File: src/rtl/bus_arbiter_pkg.sv
// bus_arbiter_pkg: shared widths, FSM state encoding and the request struct
// used by the two-host register-bus arbiter.
package bus_arbiter_pkg;

  localparam int BUS_WIDTH = 16;

  typedef enum logic [1:0] {
    IDLE    = 2'd0,
    ISSUE   = 2'd1,
    WAIT    = 2'd2,
    RESPOND = 2'd3
  } state_t;

  typedef struct packed {
    logic [BUS_WIDTH-1:0] addr;
    logic [BUS_WIDTH-1:0] wdata;
    logic                 rw;
  } bus_req_t;

endpackage

File: src/rtl/bus_arbiter_if.sv
// bus_arbiter_if: host request/response ports and the chain head/tail bus.
// slave = arbiter side, master = hosts plus chain (testbench side).
interface bus_arbiter_if;
  import bus_arbiter_pkg::*;

  // host 0
  logic [BUS_WIDTH-1:0] h0_addr_i;
  logic [BUS_WIDTH-1:0] h0_wdata_i;
  logic                 h0_rw_i;
  logic                 h0_valid_i;
  logic                 h0_ready_o;
  logic [BUS_WIDTH-1:0] h0_rdata_o;
  logic                 h0_rvalid_o;
  logic                 h0_err_o;
  // host 1
  logic [BUS_WIDTH-1:0] h1_addr_i;
  logic [BUS_WIDTH-1:0] h1_wdata_i;
  logic                 h1_rw_i;
  logic                 h1_valid_i;
  logic                 h1_ready_o;
  logic [BUS_WIDTH-1:0] h1_rdata_o;
  logic                 h1_rvalid_o;
  logic                 h1_err_o;
  // chain head
  logic [BUS_WIDTH-1:0] addr_o;
  logic [BUS_WIDTH-1:0] wdata_o;
  logic [BUS_WIDTH-1:0] rdata_o;
  logic                 rw_o;
  logic                 valid_o;
  // chain tail
  logic [BUS_WIDTH-1:0] addr_i;
  logic [BUS_WIDTH-1:0] wdata_i;
  logic [BUS_WIDTH-1:0] rdata_i;
  logic                 rw_i;
  logic                 valid_i;

  modport slave (
    input  h0_addr_i, h0_wdata_i, h0_rw_i, h0_valid_i,
    output h0_ready_o, h0_rdata_o, h0_rvalid_o, h0_err_o,
    input  h1_addr_i, h1_wdata_i, h1_rw_i, h1_valid_i,
    output h1_ready_o, h1_rdata_o, h1_rvalid_o, h1_err_o,
    output addr_o, wdata_o, rdata_o, rw_o, valid_o,
    input  addr_i, wdata_i, rdata_i, rw_i, valid_i
  );

  modport master (
    output h0_addr_i, h0_wdata_i, h0_rw_i, h0_valid_i,
    input  h0_ready_o, h0_rdata_o, h0_rvalid_o, h0_err_o,
    output h1_addr_i, h1_wdata_i, h1_rw_i, h1_valid_i,
    input  h1_ready_o, h1_rdata_o, h1_rvalid_o, h1_err_o,
    input  addr_o, wdata_o, rdata_o, rw_o, valid_o,
    output addr_i, wdata_i, rdata_i, rw_i, valid_i
  );

endinterface

File: src/rtl/bus_arbiter_rr_grant2.sv
// rr_grant2: combinational two-requester round-robin pick.
// i_last names the host granted most recently; on a tie the other one wins.
module rr_grant2 (
  input  logic [1:0] i_req,
  input  logic       i_last,
  output logic [1:0] o_gnt
);

  // one-hot grant; a lone requester always wins
  always_comb begin
    o_gnt = 2'b00;
    case (i_req)
      2'b01:   o_gnt = 2'b01;
      2'b10:   o_gnt = 2'b10;
      2'b11:   o_gnt = i_last ? 2'b01 : 2'b10;
      default: o_gnt = 2'b00;
    endcase
  end

endmodule

File: src/rtl/bus_arbiter.sv
// bus_arbiter: two-host round-robin arbiter for the daisy-chained register bus.
// One transaction is in flight at a time: issue at the chain head, wait for it
// at the chain tail, return data to the issuing host.
// Optional chain-response timeout: define BUS_ARBITER_TIMEOUT_EN.
module bus_arbiter
  import bus_arbiter_pkg::*;
#(
  parameter int TIMEOUT = 1024
) (
  input  logic         clk,
  input  logic         rst_n,
  bus_arbiter_if.slave bus
);

  state_t               r_state;
  logic                 r_last;      // host granted most recently
  logic                 r_owner;     // host owning the in-flight transaction
  bus_req_t             r_head;      // latched request, held on the chain head
  logic                 r_valid_o;
  logic [BUS_WIDTH-1:0] r_h0_rdata;
  logic [BUS_WIDTH-1:0] r_h1_rdata;
  logic                 r_h0_rvalid;
  logic                 r_h1_rvalid;

  logic [1:0]           w_req;
  logic [1:0]           w_gnt;
  logic                 w_accept;
  logic                 w_win;
  logic                 w_expire;
  logic                 w_done;
  logic                 w_rsp_err;
  logic [BUS_WIDTH-1:0] w_rsp_data;
  bus_req_t             w_h0_req;
  bus_req_t             w_h1_req;
  logic                 w_unused;

  assign w_h0_req = '{addr: bus.h0_addr_i, wdata: bus.h0_wdata_i, rw: bus.h0_rw_i};
  assign w_h1_req = '{addr: bus.h1_addr_i, wdata: bus.h1_wdata_i, rw: bus.h1_rw_i};
  assign w_req    = {bus.h1_valid_i, bus.h0_valid_i};

  rr_grant2 u_grant (
    .i_req  (w_req),
    .i_last (r_last),
    .o_gnt  (w_gnt)
  );

  assign w_accept = (r_state == IDLE) && (w_gnt != 2'b00);
  assign w_win    = w_gnt[1];

  // ready is combinational so the host sees acceptance in the request cycle
  assign bus.h0_ready_o = rst_n & (r_state == IDLE) & w_gnt[0];
  assign bus.h1_ready_o = rst_n & (r_state == IDLE) & w_gnt[1];

  // a tail return wins over a coincident timeout expiry
  assign w_done     = (r_state == WAIT) && (bus.valid_i || w_expire);
  assign w_rsp_err  = !bus.valid_i && w_expire;
  assign w_rsp_data = bus.valid_i ? bus.rdata_i : '0;

`ifdef BUS_ARBITER_TIMEOUT_EN
  localparam int CNT_W = $clog2(TIMEOUT + 1);

  logic [CNT_W-1:0] r_cnt;
  logic             r_h0_err;
  logic             r_h1_err;

  // expiry on the WAIT cycle that would bring the count to TIMEOUT
  assign w_expire = (r_cnt + CNT_W'(1)) == CNT_W'(TIMEOUT);

  // WAIT-cycle counter, cleared while entering WAIT
  always_ff @(posedge clk or negedge rst_n) begin
    if (!rst_n)                r_cnt <= '0;
    else if (r_state == ISSUE) r_cnt <= '0;
    else if (r_state == WAIT)  r_cnt <= r_cnt + CNT_W'(1);
  end

  // error flag for the owner, valid alongside the response strobe
  always_ff @(posedge clk or negedge rst_n) begin
    if (!rst_n) begin
      r_h0_err <= 1'b0;
      r_h1_err <= 1'b0;
    end else if (w_done) begin
      r_h0_err <= !r_owner & w_rsp_err;
      r_h1_err <=  r_owner & w_rsp_err;
    end else if (r_state == RESPOND) begin
      r_h0_err <= 1'b0;
      r_h1_err <= 1'b0;
    end
  end

  assign bus.h0_err_o = r_h0_err;
  assign bus.h1_err_o = r_h1_err;
  assign w_unused     = ^{bus.addr_i, bus.wdata_i, bus.rw_i};
`else
  assign w_expire     = 1'b0;
  assign bus.h0_err_o = 1'b0;
  assign bus.h1_err_o = 1'b0;
  assign w_unused     = ^{bus.addr_i, bus.wdata_i, bus.rw_i, w_rsp_err, TIMEOUT[0]};
`endif

  // transaction FSM with registered chain-head and host-response outputs
  always_ff @(posedge clk or negedge rst_n) begin
    if (!rst_n) begin
      r_state     <= IDLE;
      r_last      <= 1'b1;
      r_owner     <= 1'b0;
      r_head      <= '0;
      r_valid_o   <= 1'b0;
      r_h0_rdata  <= '0;
      r_h1_rdata  <= '0;
      r_h0_rvalid <= 1'b0;
      r_h1_rvalid <= 1'b0;
    end else begin
      r_h0_rvalid <= 1'b0;
      r_h1_rvalid <= 1'b0;
      case (r_state)
        IDLE: begin
          if (w_accept) begin
            r_owner   <= w_win;
            r_last    <= w_win;
            r_head    <= w_win ? w_h1_req : w_h0_req;
            r_valid_o <= 1'b1;
            r_state   <= ISSUE;
          end
        end
        ISSUE: begin
          r_valid_o <= 1'b0;
          r_state   <= WAIT;
        end
        WAIT: begin
          if (w_done) begin
            if (r_owner) begin
              r_h1_rvalid <= 1'b1;
              r_h1_rdata  <= w_rsp_data;
            end else begin
              r_h0_rvalid <= 1'b1;
              r_h0_rdata  <= w_rsp_data;
            end
            r_state <= RESPOND;
          end
        end
        RESPOND: begin
          r_state <= IDLE;
        end
        default: r_state <= IDLE;
      endcase
    end
  end

  assign bus.addr_o      = r_head.addr;
  assign bus.wdata_o     = r_head.wdata;
  assign bus.rw_o        = r_head.rw;
  assign bus.valid_o     = r_valid_o;
  assign bus.rdata_o     = '0;
  assign bus.h0_rdata_o  = r_h0_rdata;
  assign bus.h1_rdata_o  = r_h1_rdata;
  assign bus.h0_rvalid_o = r_h0_rvalid;
  assign bus.h1_rvalid_o = r_h1_rvalid;

endmodule

File: src/flat_wrapper.sv
// flat-port wrapper written by rule: the top's interface ports become plain ports
module bus_arbiter_flat import bus_arbiter_pkg::*;
#(
  parameter int TIMEOUT = 1024
)
  (clk, rst_n, bus_h0_addr_i, bus_h0_wdata_i, bus_h0_rw_i, bus_h0_valid_i, bus_h0_ready_o, bus_h0_rdata_o, bus_h0_rvalid_o, bus_h0_err_o, bus_h1_addr_i, bus_h1_wdata_i, bus_h1_rw_i, bus_h1_valid_i, bus_h1_ready_o, bus_h1_rdata_o, bus_h1_rvalid_o, bus_h1_err_o, bus_addr_o, bus_wdata_o, bus_rdata_o, bus_rw_o, bus_valid_o, bus_addr_i, bus_wdata_i, bus_rdata_i, bus_rw_i, bus_valid_i);
  bus_arbiter_if bus_i ();
  input  logic clk;
  input  logic rst_n;
  input wire logic [$bits(bus_i.h0_addr_i)-1:0] bus_h0_addr_i;
  input wire logic [$bits(bus_i.h0_wdata_i)-1:0] bus_h0_wdata_i;
  input wire logic [$bits(bus_i.h0_rw_i)-1:0] bus_h0_rw_i;
  input wire logic [$bits(bus_i.h0_valid_i)-1:0] bus_h0_valid_i;
  output wire logic [$bits(bus_i.h0_ready_o)-1:0] bus_h0_ready_o;
  output wire logic [$bits(bus_i.h0_rdata_o)-1:0] bus_h0_rdata_o;
  output wire logic [$bits(bus_i.h0_rvalid_o)-1:0] bus_h0_rvalid_o;
  output wire logic [$bits(bus_i.h0_err_o)-1:0] bus_h0_err_o;
  input wire logic [$bits(bus_i.h1_addr_i)-1:0] bus_h1_addr_i;
  input wire logic [$bits(bus_i.h1_wdata_i)-1:0] bus_h1_wdata_i;
  input wire logic [$bits(bus_i.h1_rw_i)-1:0] bus_h1_rw_i;
  input wire logic [$bits(bus_i.h1_valid_i)-1:0] bus_h1_valid_i;
  output wire logic [$bits(bus_i.h1_ready_o)-1:0] bus_h1_ready_o;
  output wire logic [$bits(bus_i.h1_rdata_o)-1:0] bus_h1_rdata_o;
  output wire logic [$bits(bus_i.h1_rvalid_o)-1:0] bus_h1_rvalid_o;
  output wire logic [$bits(bus_i.h1_err_o)-1:0] bus_h1_err_o;
  output wire logic [$bits(bus_i.addr_o)-1:0] bus_addr_o;
  output wire logic [$bits(bus_i.wdata_o)-1:0] bus_wdata_o;
  output wire logic [$bits(bus_i.rdata_o)-1:0] bus_rdata_o;
  output wire logic [$bits(bus_i.rw_o)-1:0] bus_rw_o;
  output wire logic [$bits(bus_i.valid_o)-1:0] bus_valid_o;
  input wire logic [$bits(bus_i.addr_i)-1:0] bus_addr_i;
  input wire logic [$bits(bus_i.wdata_i)-1:0] bus_wdata_i;
  input wire logic [$bits(bus_i.rdata_i)-1:0] bus_rdata_i;
  input wire logic [$bits(bus_i.rw_i)-1:0] bus_rw_i;
  input wire logic [$bits(bus_i.valid_i)-1:0] bus_valid_i;
  assign bus_i.h0_addr_i = bus_h0_addr_i;
  assign bus_i.h0_wdata_i = bus_h0_wdata_i;
  assign bus_i.h0_rw_i = bus_h0_rw_i;
  assign bus_i.h0_valid_i = bus_h0_valid_i;
  assign bus_h0_ready_o = bus_i.h0_ready_o;
  assign bus_h0_rdata_o = bus_i.h0_rdata_o;
  assign bus_h0_rvalid_o = bus_i.h0_rvalid_o;
  assign bus_h0_err_o = bus_i.h0_err_o;
  assign bus_i.h1_addr_i = bus_h1_addr_i;
  assign bus_i.h1_wdata_i = bus_h1_wdata_i;
  assign bus_i.h1_rw_i = bus_h1_rw_i;
  assign bus_i.h1_valid_i = bus_h1_valid_i;
  assign bus_h1_ready_o = bus_i.h1_ready_o;
  assign bus_h1_rdata_o = bus_i.h1_rdata_o;
  assign bus_h1_rvalid_o = bus_i.h1_rvalid_o;
  assign bus_h1_err_o = bus_i.h1_err_o;
  assign bus_addr_o = bus_i.addr_o;
  assign bus_wdata_o = bus_i.wdata_o;
  assign bus_rdata_o = bus_i.rdata_o;
  assign bus_rw_o = bus_i.rw_o;
  assign bus_valid_o = bus_i.valid_o;
  assign bus_i.addr_i = bus_addr_i;
  assign bus_i.wdata_i = bus_wdata_i;
  assign bus_i.rdata_i = bus_rdata_i;
  assign bus_i.rw_i = bus_rw_i;
  assign bus_i.valid_i = bus_valid_i;
  bus_arbiter #(.TIMEOUT(TIMEOUT)) u_core (.clk(clk), .rst_n(rst_n), .bus(bus_i));
endmodule
File: config.mk
export PLATFORM = sky130hd
export DESIGN_NAME = bus_arbiter_flat
export DESIGN_NICKNAME = d
export VERILOG_FILES = /design/src/rtl/bus_arbiter_pkg.sv /design/src/rtl/bus_arbiter_if.sv /design/src/rtl/bus_arbiter_rr_grant2.sv /design/src/rtl/bus_arbiter.sv /design/src/flat_wrapper.sv
export SDC_FILE = /design/constraint.sdc
export NUM_CORES = 1
export LEC_CHECK = 0
export ABC_AREA = 1
export CAP_MARGIN = 20
export CORE_UTILIZATION = 41
export DETAILED_ROUTE_END_ITERATION = 10
export PLACE_DENSITY = 0.86
export SLEW_MARGIN = 15
export SYNTH_ARGS = -nofsm -noshare
export SYNTH_HDL_FRONTEND = slang
export SYNTH_SLANG_ARGS = --single-unit
File: constraint.sdc
create_clock -name clk -period 3.2 [get_ports clk]
set_clock_uncertainty 0.15 [all_clocks]
set_input_delay 0.96 -clock clk [delete_from_list [all_inputs] [get_ports clk]]
set_output_delay 0.96 -clock clk [all_outputs]
set_load 0.01 [all_outputs]
After elaboration in Yosys (flattened, before gate mapping)
Index checks and enable logic that the tools add are counted.

word-level totals
  register bits = 72
  bits of input ports = 120
  output and inout port bits = 88
  word-level logic and storage cells = 48

cells by class
  eq/ne operators = 8
  multiplexer cells = 15
  bitwise operators = 4
  reductions and logical operators = 10

operators with widths
  cell                                                 number
  two-way mux 33 bit                                   1
  two-way mux 16 bit                                   1
  equality test 2 bit, second input constant           4
  case mux 2 bit (4 select lines)                      1
  two-way mux 1 bit                                    7
  two-way mux 2 bit                                    3
  case mux 2 bit (3 select lines)                      1
  AND reduction 2 bit                                  3
  AND reduction 3 bit                                  2
  equality test 2 x 1 -> 1 bit, second input constant  2
  != test 2 x 1 -> 1 bit, second input constant        2
  nonzero test 2 bit                                   2
  AND 1 bit                                            3
  logical AND 1 bit                                    2
  zero test 2 bit                                      1
  case mux 1 bit (2 select lines)                      1
  inverter 1 bit                                       1

Depth between registers and ports, before layout
Gate-level depths: netlist of run 1.

  depth in word-level cells = 6
  gate-level depth with buffers = 7
  gate-level depth less buffers = 6

Hierarchy
A second synthesis of run 1 with hierarchy kept.

unflattened totals
  cell total of the unflattened synthesis = 431
  area, all modules = 3,365.7 um2

modules (own cells, without submodules)
  module       instances  cells each  area each (um2)  seq. area each (um2)
  bus_arbiter  1          426         3,344.5          1,803.0
  rr_grant2    1          5           21.3             0.0

Worst setup path after synthesis of run 1
Ideal clock, no wire load.

  path kind = input-to-output
  start = input port bus_h1_valid_i
  end = output port bus_h0_ready_o
  arrival = 1.596 ns
  data required time = 2.090 ns
  setup slack = 0.494 ns
  stages = 5
  buffers on the path = 2
  path through = buf_2 -> nand2_1 -> nand2_2 -> buf_2 -> nor2_1

between the ends
  cells in the longest elaborated chain, start to end = 3
  elaborated cells on any way between the ends = 5
  classes of those cells = eq/ne: 3; mux: 1; bitwise: 1

RTL lines
  what                                                                        line                         source
  start: declaration                                                          flat_wrapper.sv:21           input wire logic [$bits(bus_i.h1_valid_i)-1:0] bus_h1_valid_i;
  equality test 2 bit / equality test 2 x 1 -> 1 bit (equally long branches)  bus_arbiter_rr_grant2.sv:12  case (i_req)
  case mux 2 bit (3 select lines) *                                           bus_arbiter_rr_grant2.sv:12
  AND 1 bit *                                                                 bus_arbiter.sv:51            assign bus.h0_ready_o = rst_n & (r_state == IDLE) & w_gnt[0];
  end: declaration                                                            flat_wrapper.sv:14           output wire logic [$bits(bus_i.h0_ready_o)-1:0] bus_h0_ready_o;

Every way passes the cells marked *; elsewhere a longest branch is shown, timed or not.

Worst setup path in the final report of run 1
Ends and elaborated chain as after synthesis.

==> results.sh, run 1 <==
export IMPL_status="finished, final reports clean"
export IMPL_setup_worst_path_class="input port to output pin"
export IMPL_startpoint_type="input port"
export IMPL_synth_top_area_share_pct=49.8
export IMPL_antenna_left=0
export IMPL_synth_cells=464
export IMPL_drive_gt1_share_pct=5.63
export IMPL_tightest_slew_ps=630
export IMPL_use_met2_pct=35.1
export IMPL_die_h_um=95.3
export IMPL_synth_area_leaders="dfrtp_1 (50%), nand2_1 (15%), nand3_1 (9.8%), inv_1 (9.7%), o21ai_0 (4.9%)"
export IMPL_crit_required_ps=2090
export IMPL_ir_worst_vdd_mv=0.485
export IMPL_final_cells=727
export IMPL_final_util_pct=64.2
export IMPL_p_per_area_nw_per_um2=809
export IMPL_maxCapViolations=0
export IMPL_grt_util_met3_pct=7.97
export IMPL_reg2reg_slack_ps=1370
export IMPL_ys_seq_area_share_pct=50.5
export IMPL_grt_max_degree=53
export IMPL_wl_per_cell_um=12.3
export IMPL_port_buffers=156
export IMPL_worst_path_buf_inv=3
export IMPL_setup_viol=0
export IMPL_path_cells="clkdlybuf4s50_1 > buf_4 > nand2_1 > nand2_2 > nor2_1 > clkbuf_2"
export IMPL_grt_total_usage_pct=20.7
export IMPL_cpPeakStageDelay_ps=470
export IMPL_rsz0062_at_grt="no"
export IMPL_wl_um=8970
export IMPL_cp_slowest_cell="clkdlybuf4s50_1"
export IMPL_pin_count=208
export IMPL_critical_path_arrival_ps=1960
export IMPL_avgSynthCellArea_um2=7.70
export IMPL_yosys_register_bits=72
export IMPL_layout_nets=740
export IMPL_drt_pass1_iter_count=4
export IMPL_area_growth_pct=49.9
export IMPL_slew_headroom_pct=57.9
export IMPL_synth_commonest_cells="nand2_1 (141), inv_1 (92), dfrtp_1 (71)"
export IMPL_n_antenna_cell=0
export IMPL_cts_setup_buffers=0
export IMPL_grt_pass1_wl_um=14600
export IMPL_cts_tree="built"
export IMPL_fin_crit_sh_pct=96.0
export IMPL_initial_core_util_pct=42.8
export IMPL_min_period_ps=3070
export IMPL_vias=3326
export IMPL_clock_latency_ps=330
export IMPL_synth_top_cell_by_area="dfrtp_1"
export IMPL_p_leak_nw=2.88
export IMPL_async_flop_share_pct=100
export IMPL_ctsHoldBuffers=0
export IMPL_synth_edf_count=0
export IMPL_antenna_found_initial=0
export IMPL_ys_warn_count=0
export IMPL_fp_dieArea_um2=9090
export IMPL_tns_ps=0
export IMPL_netlist_area_um2=3570
export IMPL_grt_pass1_vias=3225
export IMPL_core_area_um2=8340
export IMPL_worstSetupEndpointType="output pin"
export IMPL_cts_root_buffer="clkbuf_8"
export IMPL_grt_ovfl_total=0
export IMPL_dieWidth_um=95.3
export IMPL_synth_main_ff_cell="dfrtp_1"
export IMPL_gr_usage_met1_pct=24.2
export IMPL_path_max_fanout=3
export IMPL_critPathTopFamily="buffers and inverters"
export IMPL_hp_class="flip-flop to flip-flop"
export IMPL_yosys_cell_types_count=18
export IMPL_dp_hpwl_um=6480
export IMPL_clock_sinks=72
export IMPL_hold_viol_final=0
export IMPL_yosysMostFrequentCell="nand2_1"
export IMPL_placed_cells=711
export IMPL_slew_violations=0
export IMPL_drc_errors=0
export IMPL_viasPerCell=4.57
export IMPL_ctsLongestPathBuffers=2
export IMPL_htree_levels=3
export IMPL_numCtsBuffers=9
export IMPL_gp_congestion=0.781
export IMPL_clk_pin_slew_ps=80
export IMPL_row_count=33
export IMPL_globalRoute_busiestLayer="met2"
export IMPL_drtIter0Drc=118
export IMPL_fmax_ghz=0.326
path summary, 6_finish.rpt:
kind / depth (start not counted) / start / endpoint
min in group asynchronous: 1 / rst_n / u_core.r_last$_DFFE_PN1P_
hold / removal: 2 / u_core.bus.addr_o[7]$_DFFE_PN0P_ / u_core.bus.addr_o[7]$_DFFE_PN0P_
max in group asynchronous: 2 / rst_n / u_core.bus.h0_rdata_o[10]$_DFFE_PN0P_
setup / recovery: 6 / bus_h1_valid_i / bus_h0_ready_o
hold reg to reg: 2 / u_core.bus.addr_o[7]$_DFFE_PN0P_ / u_core.bus.addr_o[7]$_DFFE_PN0P_
setup reg to reg: 6 / u_core.r_state[0]$_DFFE_PN0P_ / u_core.r_last$_DFFE_PN1P_
worst min-delay path: stages, from the launching register on:
cell and delay (ps):
dfrtp_1 350, nand2_1 50, nand2_1 60
placed cells by master (no fill, tap or decap):
cell type and n:
ha_1 3, inv_6 1, o21ai_0 35, buf_4 11, nand2_1 141, clkbuf_2 2, nor2_1 3, nand3_2 1
dfrtp_1 71, clkinv_2 1, clkbuf_8 10, conb_1 18, nand3_1 70, inv_2 1, dfstp_2 1, o21ai_4 1
inv_1 92, clkinv_4 2, nand2_2 2, clkdlybuf4s50_1 153, a21oi_1 1, bufinv_16 2
cell type report:
class                           count  area, um2
Multi-Input combinational cell    275       1210
Sequential cell                    72       1800
Tap cell                          105        131
Inverter                           93        349
Clock inverter                      6       91.3
Timing Repair Buffer              166       1620
Clock buffer                       10        138
Fill cell                         691       2990
per-layer routing:
metal	part of all wire [%]	up-vias
met1	41	1506
li1	-	1666
met2	46	141
met5	0	-
met4	1.4	0
met3	12	13
kinds of logic after synthesis:
kind of cell | Yosys count | share of synthesized area (%)
AO/OA/AOI/OAI | 37 | 5.50
AND/OR/NAND/NOR | 217 | 25.6
other | 1 | 0.105
buffers and inverters | 134 | 17.3
flip-flops | 72 | 50.5
adder cells (fa/ha/maj) | 3 | 1.05
repair_timing:
action / in CTS / in global routing
pin swaps: 0 / 0
setup endpoints to repair: 2 / 2
gates resized for setup: 4 / 2
endpoints found under the hold margin: 0 / 0
flip-flops by register name (all words and copies together) (netlist names):
register,count
u_core.bus.wdata_o,16
u_core.bus.h1_rvalid_o,1
u_core.bus.h0_rdata_o,16
u_core.r_state,2
u_core.bus.addr_o,16
u_core.r_owner,1
u_core.bus.rw_o,1
u_core.bus.h0_rvalid_o,1
u_core.bus.valid_o,1
u_core.r_last,1
u_core.bus.h1_rdata_o,16
where the power goes:
part	leakage [nW]	switching (mW)	internal, mW
Sequential	0.902	0.224	1.33
Clock	0.117	0.342	0.464
Combinational	1.86	0.949	1.02
through the flow:
stage	power [mW]	hold slack [ps]	instance area, um2	setup WS [ps]
floorplan	2.48	317	3630	494
global placement	3.48	310	5130	-276
detailed placement	3.55	315	5130	-283
CTS	4.38	336	5360	5.97
global route	4.66	353	5350	33.8
finish	4.33	335	5350	129
Power figures use the tool's default switching activity.
==> run 2, diff against run 1 <==
--- a/config.mk
+++ b/config.mk
@@ -10,6 +10,7 @@
 export CORE_UTILIZATION = 41
 export DETAILED_ROUTE_END_ITERATION = 10
 export PLACE_DENSITY = 0.86
+export SKIP_LAST_GASP = 1
 export SLEW_MARGIN = 15
 export SYNTH_ARGS = -nofsm -noshare
 export SYNTH_HDL_FRONTEND = slang
==> results of run 2 <==
Same layout as run 1: the final DEF is identical, and so are final timing and power.
==> run 3, diff against run 2 <==
--- a/config.mk
+++ b/config.mk
@@ -7,9 +7,9 @@
 export LEC_CHECK = 0
 export ABC_AREA = 1
 export CAP_MARGIN = 20
-export CORE_UTILIZATION = 41
+export CORE_UTILIZATION = 38
 export DETAILED_ROUTE_END_ITERATION = 10
-export PLACE_DENSITY = 0.86
+export PLACE_DENSITY = 0.81
 export SKIP_LAST_GASP = 1
 export SLEW_MARGIN = 15
 export SYNTH_ARGS = -nofsm -noshare
==> constraint.sdc (replaced) <==
create_clock -name clk -period 3.4 [get_ports clk]
set_clock_uncertainty 0.15 [all_clocks]
set_input_delay 1.02 -clock clk [delete_from_list [all_inputs] [get_ports clk]]
set_output_delay 1.02 -clock clk [all_outputs]
set_load 0.01 [all_outputs]
==> results.sh, run 3 (synthesis results as in run 1) <==
export IMPL_setup_viol=0
export IMPL_vias=3380
export IMPL_dpl_worst_slack_ps=-236
export IMPL_final_cells=734
export IMPL_hold_viol_final=0
export IMPL_startpoint_type="input port"
export IMPL_pin_count=208
export IMPL_viasPerCell=4.60
export IMPL_sw_frac_of_total_pct=35.3
export IMPL_cts_root_buffer="clkbuf_8"
export IMPL_grt_max_degree=43
export IMPL_min_from="u_core.bus.addr_o[1]$_DFFE_PN0P_"
export IMPL_worstSetupEndpointType="output pin"
export IMPL_dp_hpwl_um=6700
export IMPL_critical_path_arrival_ps=2140
export IMPL_maxCapViolations=0
export IMPL_drive_gt1_share_pct=5.46
export IMPL_reg2reg_depth=6
export IMPL_fmax_ghz=0.302
export IMPL_numCtsBuffers=9
export IMPL_drt_pass1_iter_count=4
export IMPL_grt_ovfl_total=0
export IMPL_layout_common_cells="clkdlybuf4s50_1 (152), nand2_1 (141), inv_1 (92)"
export IMPL_fin_crit_sh_pct=97.5
export IMPL_n_fill_cell=829
export IMPL_drc_errors=0
export IMPL_dieWidth_um=98.9
export IMPL_ctsLongestPathBuffers=2
export IMPL_slew_headroom_pct=57.8
export IMPL_area_growth_pct=50.5
export IMPL_p_int_mw=2.63
export IMPL_p_switching_mw=1.44
export IMPL_min_period_ps=3310
export IMPL_clock_latency_ps=330
export IMPL_crit_required_ps=2230
export IMPL_die_h_um=98.9
export IMPL_hold_end="u_core.bus.addr_o[1]$_DFFE_PN0P_"
export IMPL_clk_pin_slew_ps=70
export IMPL_drtIter0Drc=108
export IMPL_placed_cells=718
export IMPL_reg2reg_slack_ps=1480
export IMPL_ctsHoldBuffers=0
export IMPL_htree_levels=3
export IMPL_ff_latch_area_um2=1800
export IMPL_slew_violations=0
export IMPL_gp_congestion=0.748
export IMPL_pwr_share_comb_pct=45.7
export IMPL_antenna_left=0
export IMPL_path_cells="dlygate4sd2_1 > nand2_1 > nand2_2 > nor2_1 > clkdlybuf4s50_1"
export IMPL_critPathTopFamily="buffers and inverters"
export IMPL_use_met2_pct=32.8
export IMPL_r2r_start="u_core.r_state[0]$_DFFE_PN0P_"
export IMPL_n_antenna_cell=0
export IMPL_antenna_found_initial=0
export IMPL_timing_rr_end="u_core.r_last$_DFFE_PN1P_"
export IMPL_tightest_slew_ps=632
export IMPL_fp_dieArea_um2=9790
export IMPL_initial_core_util_pct=39.0
export IMPL_grt_pass1_vias=3311
export IMPL_ir_worst_vdd_mv=0.414
export IMPL_hold_depth=2
export IMPL_multi_input_area_um2=1210
export IMPL_wl_per_cell_um=12.5
export IMPL_seqPwrFrac_pct=35.9
export IMPL_cp_slowest_cell="clkdlybuf4s50_1"
export IMPL_clock_sinks=72
export IMPL_fin_ws_ps=85.7
export IMPL_final_common_cell="clkdlybuf4s50_1"
export IMPL_cp_depth=5
export IMPL_worst_path_buf_inv=2
export IMPL_core_area_um2=9150
export IMPL_cts_setup_buffers=0
export IMPL_row_count=35
export IMPL_setup_worst_path_class="input port to output pin"
export IMPL_grt_total_usage_pct=19.5
export IMPL_status="finished, final reports clean"
export IMPL_pwr_share_clk_pct=18.4
export IMPL_globalRoute_busiestLayer="met2"
export IMPL_final_util_pct=58.7
export IMPL_gr_usage_met1_pct=23.7
export IMPL_cpPeakStageDelay_ps=550
export IMPL_p_per_area_nw_per_um2=758
export IMPL_hp_class="flip-flop to flip-flop"
export IMPL_layout_nets=741
export IMPL_wl_um=9160
export IMPL_grt_util_met3_pct=5.74
export IMPL_rsz0062_at_grt="no"
export IMPL_port_buffers=156
export IMPL_p_leak_nw=2.90
export IMPL_grt_pass1_wl_um=15300
export IMPL_cts_tree="built"
export IMPL_path_max_fanout=4
==> run 3: changes by cell type in the layout (fill, tap and decap cells not counted) <==
cell	previous run	this run
inv_6	1	2
clkdlybuf4s50_1	153	152
dlygate4sd2_1	0	2
clkinvlp_4	0	1
buf_4	11	12
dlymetal6s2s_1	0	1
clkinv_2	1	0
clkbuf_2	2	0
clkbuf_8	10	9
==> run 3: repair_timing <==
action	4_1_cts	5_1_grt
endpoints found under the setup margin	2	1
gates resized for setup	2	1
cloned	0	0
==> run 3: worst reg2reg max path, cell delays in order (launching register included) <==
cell and delay, ps:
dfrtp_1 390, inv_1 110, ha_1 300, o21ai_4 90, inv_2 480, nand2_1 200
o21ai_0 140
==> run 3: layer usage <==
layer | vias up | wire length [um]
met5 | - | 0
met4 | 0 | 168
met3 | 16 | 802
met2 | 133 | 4370
met1 | 1559 | 3810
li1 | 1672 | -
==> run 3: final cells by class <==
cell class / count / area share [%]
clock buffers: 9 / 2.31
multi-input cells: 275 / 22.6
inverters: 93 / 6.50
well taps: 111 / 2.58
flip-flops and latches: 72 / 33.6
repair buffers: 167 / 30.5
clock inverters: 7 / 1.91
==> run 3: how the worst max path moves through the flow <==
stage,slack [ps],start,to
3_3_place_gp,-160,bus_h0_valid_i,bus_h1_ready_o
6_report,90,bus_h1_valid_i,bus_h0_ready_o
2_1_floorplan,570,bus_h1_valid_i,bus_h0_ready_o
4_1_cts,6,bus_h0_valid_i,bus_h1_ready_o
5_1_grt,10,bus_h1_valid_i,bus_h0_ready_o
3_5_place_dp,-240,bus_h0_valid_i,bus_h1_ready_o
==> run 3: power by group through the flow <==
stage / registers, mW / clock network, mW / logic [mW]
global placement: 1.45 / 0 / 1.83
finish: 1.46 / 0.751 / 1.86
detailed placement: 1.47 / 0 / 1.88
global route: 1.50 / 0.808 / 2.07
CTS: 1.46 / 0.775 / 1.89
floorplan: 1.63 / 0 / 0.711
==> run 3: per-stage QoR <==
| stage | setup TNS (ps) | hold WS, ps | power (mW) | instance area, um2 |
|---|---|---|---|---|
| global placement | -293 | 311 | 3.28 | 5150 |
| CTS | 0 | 338 | 4.12 | 5370 |
| floorplan | 0 | 317 | 2.34 | 3630 |
| finish | 0 | 335 | 4.07 | 5370 |
| global route | 0 | 353 | 4.38 | 5370 |
| detailed placement | -389 | 315 | 3.35 | 5150 |
